[config.mk]
export PLATFORM = sky130hd
export DESIGN_NAME = mode_sequencer_flat
export DESIGN_NICKNAME = d
export VERILOG_FILES = /design/src/rtl/mode_sequencer_pkg.sv /design/src/rtl/mode_sequencer_if.sv /design/src/rtl/mode_sequencer_classifier.sv /design/src/rtl/mode_sequencer.sv /design/src/flat_wrapper.sv
export SDC_FILE = /design/constraint.sdc
export NUM_CORES = 1
export LEC_CHECK = 0
export CAP_MARGIN = 20
export CORE_ASPECT_RATIO = 0.9
export CORE_MARGIN = 10
export CORE_UTILIZATION = 55
export CTS_BUF_LIST = sky130_fd_sc_hd__clkbuf_8 sky130_fd_sc_hd__clkbuf_16
export CTS_CLUSTER_SIZE = 20
export DETAILED_ROUTE_END_ITERATION = 12
export GPL_TIMING_DRIVEN = 1
export PLACE_DENSITY = 0.77
export SLEW_MARGIN = 20
export SYNTH_ARGS = -nofsm -noshare
export SYNTH_HDL_FRONTEND = slang
export SYNTH_SLANG_ARGS = --single-unit
[constraint.sdc]
create_clock -name clk_50M -period 3 [get_ports clk_50M]
set_input_delay 0.3 -clock clk_50M [delete_from_list [all_inputs] [get_ports clk_50M]]
set_output_delay 0.3 -clock clk_50M [all_outputs]
set_load 0.005 [all_outputs]
[src/rtl/mode_sequencer_pkg.sv]
// Shared encodings for the mode sequencer slice.
// Contents: mode encodings, idle LED pattern and LED prefixes for SAVE/READ.
package mode_seq_pkg;

    typedef enum logic [1:0] {
        MODE_IDLE = 2'd0,
        MODE_SAVE = 2'd1,
        MODE_READ = 2'd2
    } mode_e;

    localparam logic [7:0] LED_IDLE     = 8'b10101010;
    localparam logic [1:0] LED_SAVE_PFX = 2'b01;
    localparam logic [1:0] LED_READ_PFX = 2'b10;

endpackage

[src/rtl/mode_sequencer_if.sv]
// Board-facing bundle of the mode sequencer.
// Ports: enter_bar (raw active-low button), sw (switch data),
//        disp_data (to 7-seg decoder), mode, count (entries stored), LEDG.
// master = board/stimulus side, slave = mode_sequencer side.
interface mode_sequencer_if #(
    parameter int SW_W  = 10,
    parameter int CNT_W = 4
);
    logic             enter_bar;
    logic [SW_W-1:0]  sw;
    logic [SW_W-1:0]  disp_data;
    logic [1:0]       mode;
    logic [CNT_W-1:0] count;
    logic [7:0]       LEDG;

    modport master (
        output enter_bar, sw,
        input  disp_data, mode, count, LEDG
    );

    modport slave (
        input  enter_bar, sw,
        output disp_data, mode, count, LEDG
    );
endinterface

[src/rtl/mode_sequencer_classifier.sv]
// Synchronises and debounces the active-low enter button and classifies
// each press as short (released before LONG_CYCLES) or long.
// Ports: clk_50M, rst (async, active-high), btn_bar (raw button),
//        short_pulse / long_pulse (1-cycle, mutually exclusive).
module button_press_classifier #(
    parameter int DEB_CYCLES  = 500000,
    parameter int LONG_CYCLES = 50000000
) (
    input  logic clk_50M,
    input  logic rst,
    input  logic btn_bar,
    output logic short_pulse,
    output logic long_pulse
);

    localparam int DEB_W  = $clog2(DEB_CYCLES + 1);
    localparam int HOLD_W = $clog2(LONG_CYCLES + 1);
    localparam logic [DEB_W-1:0]  DEB_LAST = DEB_W'(DEB_CYCLES - 1);
    localparam logic [HOLD_W-1:0] HOLD_MAX = HOLD_W'(LONG_CYCLES);
    localparam logic [HOLD_W-1:0] HOLD_PRE = HOLD_W'(LONG_CYCLES - 1);

    logic              sync1_r;
    logic              sync2_r;
    logic              stable_r;
    logic [DEB_W-1:0]  deb_cnt_r;
    logic [HOLD_W-1:0] hold_cnt_r;
    logic              short_r;
    logic              long_r;
    logic              accept_s;
    logic              release_s;

    // Detect the cycle in which the debounced level is about to change.
    always_comb begin
        accept_s  = 1'b0;
        release_s = 1'b0;
        if ((sync2_r != stable_r) && (deb_cnt_r == DEB_LAST)) begin
            accept_s  = 1'b1;
            release_s = stable_r;
        end else begin
            accept_s  = 1'b0;
            release_s = 1'b0;
        end
    end

    // Synchroniser, debounce, hold counter and press classification.
    always_ff @(posedge clk_50M or posedge rst) begin
        if (rst) begin
            sync1_r    <= 1'b0;
            sync2_r    <= 1'b0;
            stable_r   <= 1'b0;
            deb_cnt_r  <= '0;
            hold_cnt_r <= '0;
            short_r    <= 1'b0;
            long_r     <= 1'b0;
        end else begin
            sync1_r <= ~btn_bar;
            sync2_r <= sync1_r;

            if (accept_s) begin
                stable_r  <= sync2_r;
                deb_cnt_r <= '0;
            end else if (sync2_r != stable_r) begin
                deb_cnt_r <= deb_cnt_r + DEB_W'(1);
            end else begin
                deb_cnt_r <= '0;
            end

            if (stable_r) begin
                if (hold_cnt_r < HOLD_MAX) begin
                    hold_cnt_r <= hold_cnt_r + HOLD_W'(1);
                end
            end else begin
                hold_cnt_r <= '0;
            end

            // Counter saturation at HOLD_MAX guarantees one long pulse per press.
            long_r <= stable_r && (hold_cnt_r == HOLD_PRE);
            // A release on the very edge the long pulse fires still counts as long.
            short_r <= release_s && (hold_cnt_r < HOLD_PRE);
        end
    end

    assign short_pulse = short_r;
    assign long_pulse  = long_r;

endmodule

[src/rtl/mode_sequencer.sv]
// Three-mode (IDLE / SAVE / READ) switch recorder driven by one button.
// Long press cycles IDLE->SAVE->READ->IDLE; short press stores sw in SAVE
// and steps through stored entries in READ.
// Ports: clk_50M, rst (async, active-high), bus (slave side of
//        mode_sequencer_if: enter_bar, sw, disp_data, mode, count, LEDG).
module mode_sequencer
    import mode_seq_pkg::*;
#(
    parameter int SW_W        = 10,
    parameter int DEPTH       = 8,
    parameter int DEB_CYCLES  = 500000,
    parameter int LONG_CYCLES = 50000000
) (
    input  logic            clk_50M,
    input  logic            rst,
    mode_sequencer_if.slave bus
);

    localparam int CNT_W = $clog2(DEPTH + 1);
    localparam int PTR_W = $clog2(DEPTH);
    localparam logic [CNT_W-1:0] CNT_FULL = CNT_W'(DEPTH);

    mode_e             mode_r;
    logic [CNT_W-1:0]  count_r;
    logic [PTR_W-1:0]  wr_ptr_r;
    logic [PTR_W-1:0]  rd_ptr_r;
    logic [SW_W-1:0]   bank_r [DEPTH];
    logic              short_s;
    logic              long_s;
    logic              full_s;
    logic              empty_s;
    logic              rd_last_s;
    logic              bank_we_s;
    logic [SW_W-1:0]   disp_s;
    logic [7:0]        ledg_s;

    button_press_classifier #(
        .DEB_CYCLES  (DEB_CYCLES),
        .LONG_CYCLES (LONG_CYCLES)
    ) u_classifier (
        .clk_50M     (clk_50M),
        .rst         (rst),
        .btn_bar     (bus.enter_bar),
        .short_pulse (short_s),
        .long_pulse  (long_s)
    );

    assign full_s    = (count_r == CNT_FULL);
    assign empty_s   = (count_r == '0);
    assign rd_last_s = (CNT_W'(rd_ptr_r) == (count_r - CNT_W'(1)));
    assign bank_we_s = (mode_r == MODE_SAVE) && short_s && !full_s;

    // Mode controller with pointers and entry count.
    always_ff @(posedge clk_50M or posedge rst) begin
        if (rst) begin
            mode_r   <= MODE_IDLE;
            count_r  <= '0;
            wr_ptr_r <= '0;
            rd_ptr_r <= '0;
        end else begin
            case (mode_r)
                MODE_IDLE: begin
                    if (long_s) begin
                        mode_r   <= MODE_SAVE;
                        count_r  <= '0;
                        wr_ptr_r <= '0;
                    end
                end
                MODE_SAVE: begin
                    if (long_s) begin
                        mode_r   <= MODE_READ;
                        rd_ptr_r <= '0;
                    end else if (bank_we_s) begin
                        wr_ptr_r <= wr_ptr_r + PTR_W'(1);
                        count_r  <= count_r + CNT_W'(1);
                    end
                end
                MODE_READ: begin
                    if (long_s) begin
                        mode_r <= MODE_IDLE;
                    end else if (short_s && !empty_s) begin
                        rd_ptr_r <= rd_last_s ? '0 : rd_ptr_r + PTR_W'(1);
                    end
                end
                default: begin
                    mode_r <= MODE_IDLE;
                end
            endcase
        end
    end

    // Register bank; contents are deliberately not reset.
    always_ff @(posedge clk_50M) begin
        if (bank_we_s) begin
            bank_r[wr_ptr_r] <= bus.sw;
        end
    end

    // Display and LED decode from registered state.
    always_comb begin
        disp_s = bus.sw;
        ledg_s = LED_IDLE;
        case (mode_r)
            MODE_IDLE: begin
                disp_s = bus.sw;
                ledg_s = LED_IDLE;
            end
            MODE_SAVE: begin
                disp_s = bus.sw;
                ledg_s = {LED_SAVE_PFX, full_s, empty_s, 4'(count_r)};
            end
            MODE_READ: begin
                if (empty_s) begin
                    disp_s = '0;
                end else begin
                    disp_s = bank_r[rd_ptr_r];
                end
                ledg_s = {LED_READ_PFX, full_s, empty_s, 4'(rd_ptr_r)};
            end
            default: begin
                disp_s = bus.sw;
                ledg_s = LED_IDLE;
            end
        endcase
    end

    assign bus.disp_data = disp_s;
    assign bus.mode      = mode_r;
    assign bus.count     = count_r;
    assign bus.LEDG      = ledg_s;

endmodule

[src/flat_wrapper.sv]
// flat-port wrapper written by rule: the top's interface ports become plain ports
module mode_sequencer_flat import mode_seq_pkg::*;
#(
    parameter int SW_W        = 10,
    parameter int DEPTH       = 8,
    parameter int DEB_CYCLES  = 500000,
    parameter int LONG_CYCLES = 50000000
)
  (clk_50M, rst, bus_enter_bar, bus_sw, bus_disp_data, bus_mode, bus_count, bus_LEDG);
  mode_sequencer_if #(.SW_W(SW_W)) bus_i ();
  input  logic clk_50M;
  input  logic rst;
  input wire logic [$bits(bus_i.enter_bar)-1:0] bus_enter_bar;
  input wire logic [$bits(bus_i.sw)-1:0] bus_sw;
  output wire logic [$bits(bus_i.disp_data)-1:0] bus_disp_data;
  output wire logic [$bits(bus_i.mode)-1:0] bus_mode;
  output wire logic [$bits(bus_i.count)-1:0] bus_count;
  output wire logic [$bits(bus_i.LEDG)-1:0] bus_LEDG;
  assign bus_i.enter_bar = bus_enter_bar;
  assign bus_i.sw = bus_sw;
  assign bus_disp_data = bus_i.disp_data;
  assign bus_mode = bus_i.mode;
  assign bus_count = bus_i.count;
  assign bus_LEDG = bus_i.LEDG;
  mode_sequencer #(.SW_W(SW_W), .DEPTH(DEPTH), .DEB_CYCLES(DEB_CYCLES), .LONG_CYCLES(LONG_CYCLES)) u_core (.clk_50M(clk_50M), .rst(rst), .bus(bus_i));
endmodule
Word level (Yosys, flattened, before mapping)
Memory sizes are Yosys's and may differ from the RTL's.
Index checks and enable logic that the tools add are counted.
{"block": "totals", "ram_bits": 80, "wordCells": 78, "n_memories": 1, "ff_bits": 62}
{"block": "classes", "reduce_logical": 15, "addsub": 6, "n_lt_le_gt_ge": 2, "mux": 27, "n_eq_ne": 15, "bitwise": 1}
{"name": "u_core.bank_r", "depth": 8, "width": 10, "read_ports": 1, "rd_clocked_by_memory_dff": 0, "write_ports": 1, "line_no": "mode_sequencer.sv:27", "rtl": "logic [SW_W-1:0] bank_r [DEPTH];"}
{"op": "26-bit less-than comparator, second input constant", "n": 2}
{"op": "26-bit 2-to-1 mux", "n": 2}
{"op": "19-bit 2-to-1 mux", "n": 2}
{"op": "26-bit by 1-bit adder with 26-bit output, second input constant", "n": 1}
{"op": "26-bit equality test, second input constant", "n": 1}
{"op": "10-bit 2-to-1 mux", "n": 2}
{"op": "19-bit by 1-bit adder with 19-bit output, second input constant", "n": 1}
{"op": "19-bit equality test, second input constant", "n": 1}
{"op": "3-bit 2-to-1 mux", "n": 6}
{"op": "8-bit one-hot mux with 2 select lines", "n": 1}
{"op": "4-bit 2-to-1 mux", "n": 3}
{"op": "3-bit one-hot mux with 2 select lines", "n": 2}
{"op": "2-bit != test, second input constant", "n": 5}
{"op": "4-bit one-hot mux with 2 select lines", "n": 1}
{"op": "4-bit AND reduction", "n": 2}
{"op": "3-bit by 1-bit adder with 3-bit output, second input constant", "n": 2}
{"op": "1-bit logical AND", "n": 6}
{"op": "2-bit 2-to-1 mux", "n": 3}
{"op": "2-bit by 1-bit != test with 1-bit output, second input constant", "n": 3}
{"op": "2-bit one-hot mux with 3 select lines", "n": 1}
{"op": "4-bit by 1-bit adder with 4-bit output, second input constant", "n": 1}
{"op": "3-bit by 4-bit equality test with 1-bit output", "n": 1}
{"op": "4-bit equality test, second input constant", "n": 1}
{"op": "4-bit zero test", "n": 1}
{"op": "other kinds (10)", "n": 15}

Longest topological paths before layout
Gate-level depths: netlist (run 1).
{"block": "depth", "word_depth": 6, "mapped_depth": 7, "mapped_depth_nobuf": 7}

Hierarchy
Synthesis (run 1) repeated with hierarchy kept, for this count alone.
{"block": "hier_totals", "hier_cells": 517, "area_unflattened_um2": 6613.8}
{"module": "mode_sequencer", "n_inst": 1, "cells_per_inst": 252, "area_each_um2": 4062.6}
{"module": "button_press_classifier", "n_inst": 1, "cells_per_inst": 265, "area_each_um2": 2551.2}

Least setup slack after synthesis (run 1)
No wires, ideal clock.
{"block": "synth_path", "path_kind": "reg-to-reg", "from": "register u_core.count_r[0] (netlist: u_core.bus.count[0])", "to": "memory u_core.bank_r[0][0] (enable)", "setup_ns": 0.390, "arrival_time_ns": 1.877, "path_slack_ns": 0.733, "path_buffers": 0, "stages_incl_launch_ff": 7, "period_less_slack_ns": 2.267, "path_cell_list": "dfrtp_1 -> inv_1 -> ha_1 -> nand3b_1 -> and3_1 -> nand2b_1 -> nor3_1"}
{"block": "synth_between", "elab_chain_cells": 5}
{"item": "start, declared", "line_no": "mode_sequencer.sv:24", "rtl": "logic [CNT_W-1:0] count_r;"}
{"item": "start signal, assigned", "line_no": "mode_sequencer.sv:75", "rtl": "count_r <= count_r + CNT_W'(1);"}
{"item": "4-bit equality test", "line_no": "mode_sequencer.sv:48", "rtl": "assign full_s = (count_r == CNT_FULL);"}
{"item": "1-bit zero test", "line_no": "mode_sequencer.sv:51", "rtl": "assign bank_we_s = (mode_r == MODE_SAVE) && short_s && !full_s;"}
{"item": "1-bit logical AND", "line_no": "mode_sequencer.sv:51"}
{"item": "1-bit 2-to-1 mux", "line_no": "mode_sequencer.sv:94", "rtl": "if (bank_we_s) begin"}
{"item": "1-bit 2-to-1 mux (implied by the code)", "line_no": "mode_sequencer.sv:95", "rtl": "bank_r[wr_ptr_r] <= bus.sw;"}
{"item": "end, declared", "line_no": "mode_sequencer.sv:27"}
Every way passes these cells.

Final worst setup path (run 1)
{"block": "layout_path", "from": "register u_core.count_r[0] (netlist: u_core.bus.count[0])", "to": "output port bus_LEDG[4]"}
{"block": "layout_between", "elab_chain_cells": 2}
{"item": "4-bit zero test", "line_no": "mode_sequencer.sv:49", "rtl": "assign empty_s = (count_r == '0);"}
{"item": "8-bit one-hot mux with 2 select lines", "line_no": "mode_sequencer.sv:103", "rtl": "case (mode_r)"}
{"item": "end, declared", "line_no": "flat_wrapper.sv:18", "rtl": "output wire logic [$bits(bus_i.LEDG)-1:0] bus_LEDG;"}
Every way passes these cells.

==> results of run 1 <==
## how the worst min path moves through the flow
| stage | from | end | slack, ns | cells past startpoint |
|---|---|---|---|---|
| floorplan | u_core.u_classifier.sync1_r$_DFF_PP0_ | u_core.u_classifier.sync2_r$_DFF_PP0_ | 0.33 | 0 |
| global placement | u_core.u_classifier.sync1_r$_DFF_PP0_ | u_core.u_classifier.sync2_r$_DFF_PP0_ | 0.33 | 0 |
| detailed placement | u_core.u_classifier.sync1_r$_DFF_PP0_ | u_core.u_classifier.sync2_r$_DFF_PP0_ | 0.34 | 0 |
| CTS | rst | u_core.u_classifier.deb_cnt_r[2]$_DFF_PP0_ | 0.19 | 2 |
| global route | rst | u_core.u_classifier.deb_cnt_r[8]$_DFF_PP0_ | 0.22 | 2 |
| finish | rst | u_core.u_classifier.deb_cnt_r[2]$_DFF_PP0_ | 0.19 | 2 |
## layer usage
metal | vias up | share of wire (%) | track usage (%)
li1 | 2073 | - | -
met2 | 175 | 51 | 28.6
met4 | 0 | 1.5 | 6.99
met3 | 22 | 6.3 | 4.67
met1 | 2216 | 42 | 22.1
met5 | - | 0 | 0
## kinds of logic (layout without fill, tap and decap cells)
| family | count (synthesis) | count (layout) | share of synthesized area (%) |
|---|---|---|---|
| xor+xnor | 26 | 26 | 3.46 |
| buf+inv | 43 | 109 | 2.66 |
| simple gates | 190 | 190 | 15.0 |
| flops | 142 | 142 | 60.1 |
| compound gates | 72 | 72 | 6.89 |
| mux | 38 | 38 | 9.61 |
| fa+ha+maj | 12 | 12 | 2.28 |
## layout make-up
class / count / share of cell area (%)
clock inverter: 15 / 2.08
clock buffer: 17 / 5.47
multi-input combinational: 338 / 31.6
timing repair buffer: 54 / 6.37
tap: 156 / 2.51
sequential: 142 / 50.9
inverter: 23 / 1.11
## layout by cell type (no fill, tap or decap), drive strengths merged, types with 2 or more instances in the layout
master         instances
edfxtp                80
dfrtp                 62
nand2                 45
nor2                  43
clkdlybuf4s50         36
inv                   29
mux4                  20
nand3                 20
a21oi                 19
buf                   18
mux2i                 17
clkbuf                17
o21ai                 15
xnor2                 14
xor2                  12
ha                    12
o22ai                 11
nor3                  10
o31ai                 10
nand2b                 9
nand4                  9
or3                    9
or4                    9
and3                   9
nor4                   7
clkinv                 6
and4                   4
nor4b                  4
a31oi                  3
a22oi                  3
nor2b                  3
nor3b                  3
o211ai                 2
a32o                   2
or3b                   2
bufinv                 2
a211oi                 2
## state kept, by name, summed over array words and instances (netlist names)
signal                           cells
u_core.u_classifier.hold_cnt_r      26
u_core.u_classifier.deb_cnt_r       19
u_core.u_classifier.sync2_r          1
u_core.bus.mode                      2
u_core.u_classifier.short_pulse      1
u_core.u_classifier.stable_r         1
u_core.u_classifier.long_pulse       1
u_core.rd_ptr_r                      3
u_core.u_classifier.sync1_r          1
u_core.wr_ptr_r                      3
u_core.bank_r                       80
u_core.bus.count                     4
## through the flow
step                cell area (um2)  hold slack (ns)  power [mW]  std cells
global placement               7180            0.333        2.19        713
global route                   7770            0.222        4.36        745
CTS                            7770            0.194        4.26        745
finish                         7770            0.188        4.23        745
floorplan                      6580            0.331        2.14        523
detailed placement             7180            0.339        2.20        713
## power by group through the flow
| stage | clock (mW) | sequential (mW) | combinational [mW] |
|---|---|---|---|
| 2_1_floorplan | 0 | 2.11 | 0.0286 |
| 3_3_place_gp | 0 | 2.11 | 0.0798 |
| 3_5_place_dp | 0 | 2.11 | 0.0827 |
| 4_1_cts | 2.10 | 2.07 | 0.0839 |
| 5_1_grt | 2.19 | 2.07 | 0.0915 |
| 6_report | 2.08 | 2.07 | 0.0815 |
==> results.json, run 1 <==
{
  "status": "finished, final reports clean",
  "slew_viol_final": 0,
  "dr.pass1.iters": 5,
  "fin_nets": 601,
  "r2r_cells": 6,
  "synth_nets": 548,
  "yosys.area.top_type": "edfxtp_1",
  "coreArea_mm2": 0.0116,
  "synth_ff_type": "edfxtp_1",
  "synth.top_cell.area_share_pct": 36.5,
  "num_vias": 4486,
  "crit_path_start_kind": "register",
  "syn_avg_cell_area_um2": 12.6,
  "finClkSkew_ns": 0.0108,
  "crit_type": "reg -> out",
  "ys_async_sr_fraction_pct": 43.7,
  "port_buffers": 36,
  "dieArea_mm2": 0.0167,
  "r2r_end": "u_core.bank_r[0][7]$_DFFE_PP_",
  "initial_core_util_pct": 56.8,
  "clock_sinks": 142,
  "grt_use_total_pct": 17.5,
  "cts_hold_buffers": 0,
  "dpl_worst_slack_ns": 0.359,
  "diodes": 0,
  "row_count": 37,
  "tightest_slew_ns": 0.596,
  "rsz0062_at_grt": "no",
  "clk_latency_ns": 0.42,
  "synth_cell_types": 48,
  "required_ns": 2.70,
  "gp_congestion": 0.895,
  "ys_warn_count": 0,
  "dieHeight_um": 124,
  "hpwl_um": 8820,
  "rrSetupSlack_ns": 0.71,
  "power_switching_mw": 0.891,
  "fmax_mhz": 350,
  "switching_share_pct": 21.1,
  "die_w_um": 135,
  "syn_to_final_growth_pct": 18.2,
  "min_period_ns": 2.86,
  "setup_viol": 0,
  "p_seq_share_pct": 49.0,
  "cts_made_buffers": 17,
  "multi_input_area_mm2": 0.00245,
  "cap_violations": 0,
  "final_util_pct": 67.2,
  "syn_area_mm2": 0.00658,
  "cts_resized": 1,
  "cts_tree": "done",
  "postCtsSetupBuffers": 0,
  "power.leakage_nw": 2.77,
  "antenna_found_initial": 0,
  "end_kind": "output pin",
  "power.density_cell_area_mw_per_mm2": 544,
  "grt-ovfl-total": 0,
  "drc": 0,
  "path_clk_slew_ns": 0.06,
  "drive_above_1_share_pct": 12.9,
  "fill_cells": 817,
  "ys_top_cells_by_count": "edfxtp_1 (80), dfrtp_1 (62), nand2_1 (45)",
  "crit_fanout": 9,
  "slew_headroom_pct": 59.8,
  "antenna_left": 0,
  "wl_um": 13900,
  "crit_path_top_delay_cell": "clkdlybuf4s50_1",
  "seq_area_mm2": 0.00395,
  "synth.most_common_cell": "edfxtp_1",
  "p_int_mw": 3.34,
  "peakVddDrop_mv": 0.440,
  "cts_max_path_buffers": 2,
  "cts_root_buffer": "clkbuf_16",
  "worst_path_largest_cell_delay_ns": 0.56,
  "p_comb_share_pct": 1.9,
  "cts.htree.levels": 4,
  "io_pins": 37,
  "timing.critical_path.depth": 5,
  "tns_ns": 0,
  "cp_top_family": "simple AND/OR/NAND/NOR gates",
  "finalCritPeriodShare_pct": 95.2,
  "grt_max_degree": 40,
  "r2r_start": "u_core.bus.mode[1]$_DFFE_PP0P_",
  "critPathArrivalTime_ns": 2.56,
  "crit_buf_inv": 2,
  "grt_pass1_vias": 4503,
  "setup.worst_path.end": "bus_LEDG[4]",
  "wl_per_cell_um": 18.7,
  "vias_per_cell": 6.02,
  "path_cells": "inv_1, ha_1, or3b_2, nor3b_1, clkdlybuf4s50_1",
  "synthCells": 523,
  "hp-class": "in -> async",
  "synth-edff-count": 80,
  "clkPwrFrac_pct": 49.1,
  "grt_pass1_wl_um": 23100,
  "ys_seq_area_share_pct": 60.1,
  "crit_start": "u_core.bus.count[0]$_DFFE_PP0P_",
  "synth_seq_cells": 142,
  "hold_viol": 0,
  "setup_slack_ns": 0.143,
  "drtIter0Drc": 527,
  "synth.area.top_cells": "edfxtp_1 (37%), dfrtp_1 (24%), mux4_2 (6.8%)"
}
Power figures use the tool's default switching activity.
==> run 2, diff against run 1 <==
Settings changed: SETUP_SLACK_MARGIN from default to 0.05.
==> run 2 against run 1 <==
Against the previous run:
- critical path depth did not move
- cell area is essentially flat
- critical endpoint unchanged
- clock power is essentially flat
- critical path type unchanged
- largest power group is now registers
- highest routed layer unchanged
==> results.json, run 2 (synthesis results as in run 1) <==
{
  "antenna_left": 0,
  "dpl-instance-area_mm2": 0.00718,
  "r2r_cells": 6,
  "grt_use_total_pct": 17.5,
  "cp_top_family": "simple AND/OR/NAND/NOR gates",
  "dieArea_mm2": 0.0167,
  "die_w_um": 135,
  "cts_made_buffers": 17,
  "path_cells": "inv_1, ha_1, or3b_2, nor3b_1, clkdlybuf4s50_1",
  "r2r_end": "u_core.bank_r[0][9]$_DFFE_PP_",
  "required_ns": 2.70,
  "cts_root_buffer": "clkbuf_16",
  "hpwl_um": 8820,
  "dr.pass1.iters": 5,
  "wl_um": 13900,
  "slew_viol_final": 0,
  "layout_commonest_cell": "edfxtp_1",
  "setup_viol": 0,
  "grt_pass1_vias": 4503,
  "finClkSkew_ns": 0.00826,
  "rrSetupSlack_ns": 0.70,
  "cts_tree": "done",
  "num_vias": 4469,
  "fin_area_mm2": 0.00777,
  "clock_sinks": 142,
  "final_util_pct": 67.2,
  "grt_pass1_wl_um": 23100,
  "slew_headroom_pct": 59.8,
  "finalCritPeriodShare_pct": 94.0,
  "critPathArrivalTime_ns": 2.52,
  "hold_viol": 0,
  "fmax_mhz": 354,
  "fin_nets": 601,
  "status": "finished, final reports clean",
  "crit_fanout": 7,
  "largest_register_ffs": 80,
  "grt-ovfl-total": 0,
  "gp_congestion": 0.895,
  "initial_core_util_pct": 56.8,
  "path_clk_slew_ns": 0.06,
  "multi_input_area_mm2": 0.00245,
  "fill_cells": 817,
  "tightest_slew_ns": 0.595,
  "row_count": 37,
  "vias_per_cell": 6.00,
  "crit_path_top_delay_cell": "clkdlybuf4s50_1",
  "peakVddDrop_mv": 0.441,
  "power.leakage_nw": 2.77,
  "cts.htree.levels": 4,
  "clk_latency_ns": 0.42,
  "drive_above_1_share_pct": 13.1,
  "grt_max_degree": 40,
  "top_register": "u_core.bank_r",
  "tns_ns": 0,
  "timing.critical_path.depth": 5,
  "crit_path_start_kind": "register",
  "hp-class": "in -> async",
  "top_regs": "u_core.bank_r x80, u_core.u_classifier.hold_cnt_r x26, u_core.u_classifier.deb_cnt_r x19",
  "crit_start": "u_core.bus.count[1]$_DFFE_PP0P_",
  "setup.worst_path.end": "bus_LEDG[4]",
  "rsz0062_at_grt": "no",
  "power.density_cell_area_mw_per_mm2": 544,
  "crit_type": "reg -> out",
  "drc": 0,
  "io_pins": 37,
  "cts_max_path_buffers": 2,
  "dieHeight_um": 124,
  "layout_common_cells": "edfxtp_1 (80), dfrtp_1 (61), nand2_1 (44)",
  "coreArea_mm2": 0.0116,
  "antenna_found_initial": 0,
  "r2r_start": "u_core.bus.mode[1]$_DFFE_PP0P_",
  "port_buffers": 36,
  "min_period_ns": 2.82,
  "seq_area_mm2": 0.00396,
  "drtIter0Drc": 537,
  "wl_per_cell_um": 18.6,
  "crit_buf_inv": 2,
  "syn_to_final_growth_pct": 18.2,
  "worst_path_largest_cell_delay_ns": 0.55,
  "end_kind": "output pin",
  "cap_violations": 0,
  "diodes": 0
}
==> run 2: repair_timing <==
action / in CTS / in global routing
buffers inserted: 0 / 0
setup endpoints to repair: 10 / 6
hold buffers: 0 / 0
cloned: 0 / 0
gates resized for setup: 2 / 1
==> run 2: layer usage <==
layer	up-vias	GRT usage, %	part of all wire, %
met5	-	0	0
met4	0	6.99	1.7
met3	24	4.67	6.3
met2	162	28.6	50
met1	2218	22.1	42
li1	2065	-	-
==> run 2: where the power goes <==
| group | total (mW) | switching (mW) | internal [mW] | leakage [nW] |
|---|---|---|---|---|
| combinational | 0.0817 | 0.0476 | 0.0341 | 0.902 |
| sequential | 2.07 | 0.00371 | 2.07 | 1.58 |
| clock | 2.07 | 0.839 | 1.24 | 0.289 |
==> run 2: worst min path at each step <==
stage,cells after the start,slack [ns],endpoint
after floorplan,0,0.33,u_core.u_classifier.sync2_r$_DFF_PP0_
after global placement,0,0.33,u_core.u_classifier.sync2_r$_DFF_PP0_
after detailed placement,0,0.34,u_core.u_classifier.sync2_r$_DFF_PP0_
after CTS,2,0.19,u_core.u_classifier.deb_cnt_r[2]$_DFF_PP0_
after global routing,2,0.22,u_core.u_classifier.deb_cnt_r[8]$_DFF_PP0_
final,2,0.19,u_core.u_classifier.deb_cnt_r[2]$_DFF_PP0_
==> run 2: layout make-up <==
type	count	share of cell area, %
timing repair buffer	54	6.37
inverter	23	1.11
tap	156	2.51
multi-input combinational	338	31.6
clock inverter	15	2.08
clock buffer	17	5.47
sequential	142	50.9
==> run 2: stage by stage <==
step	power (mW)	std cells	setup WS, ns	hold slack (ns)
floorplan	2.14	523	0.733	0.331
global placement	2.19	713	0.493	0.333
detailed placement	2.20	713	0.359	0.339
CTS	4.26	745	0.138	0.194
global route	4.36	745	0.0501	0.222
finish	4.23	745	0.179	0.188
==> run 3, diff against run 2 <==
Settings changed: GPL_ROUTABILITY_DRIVEN from default to 1.
==> results of run 3 <==
Final layout, timing and power as in run 2 (identical DEF).
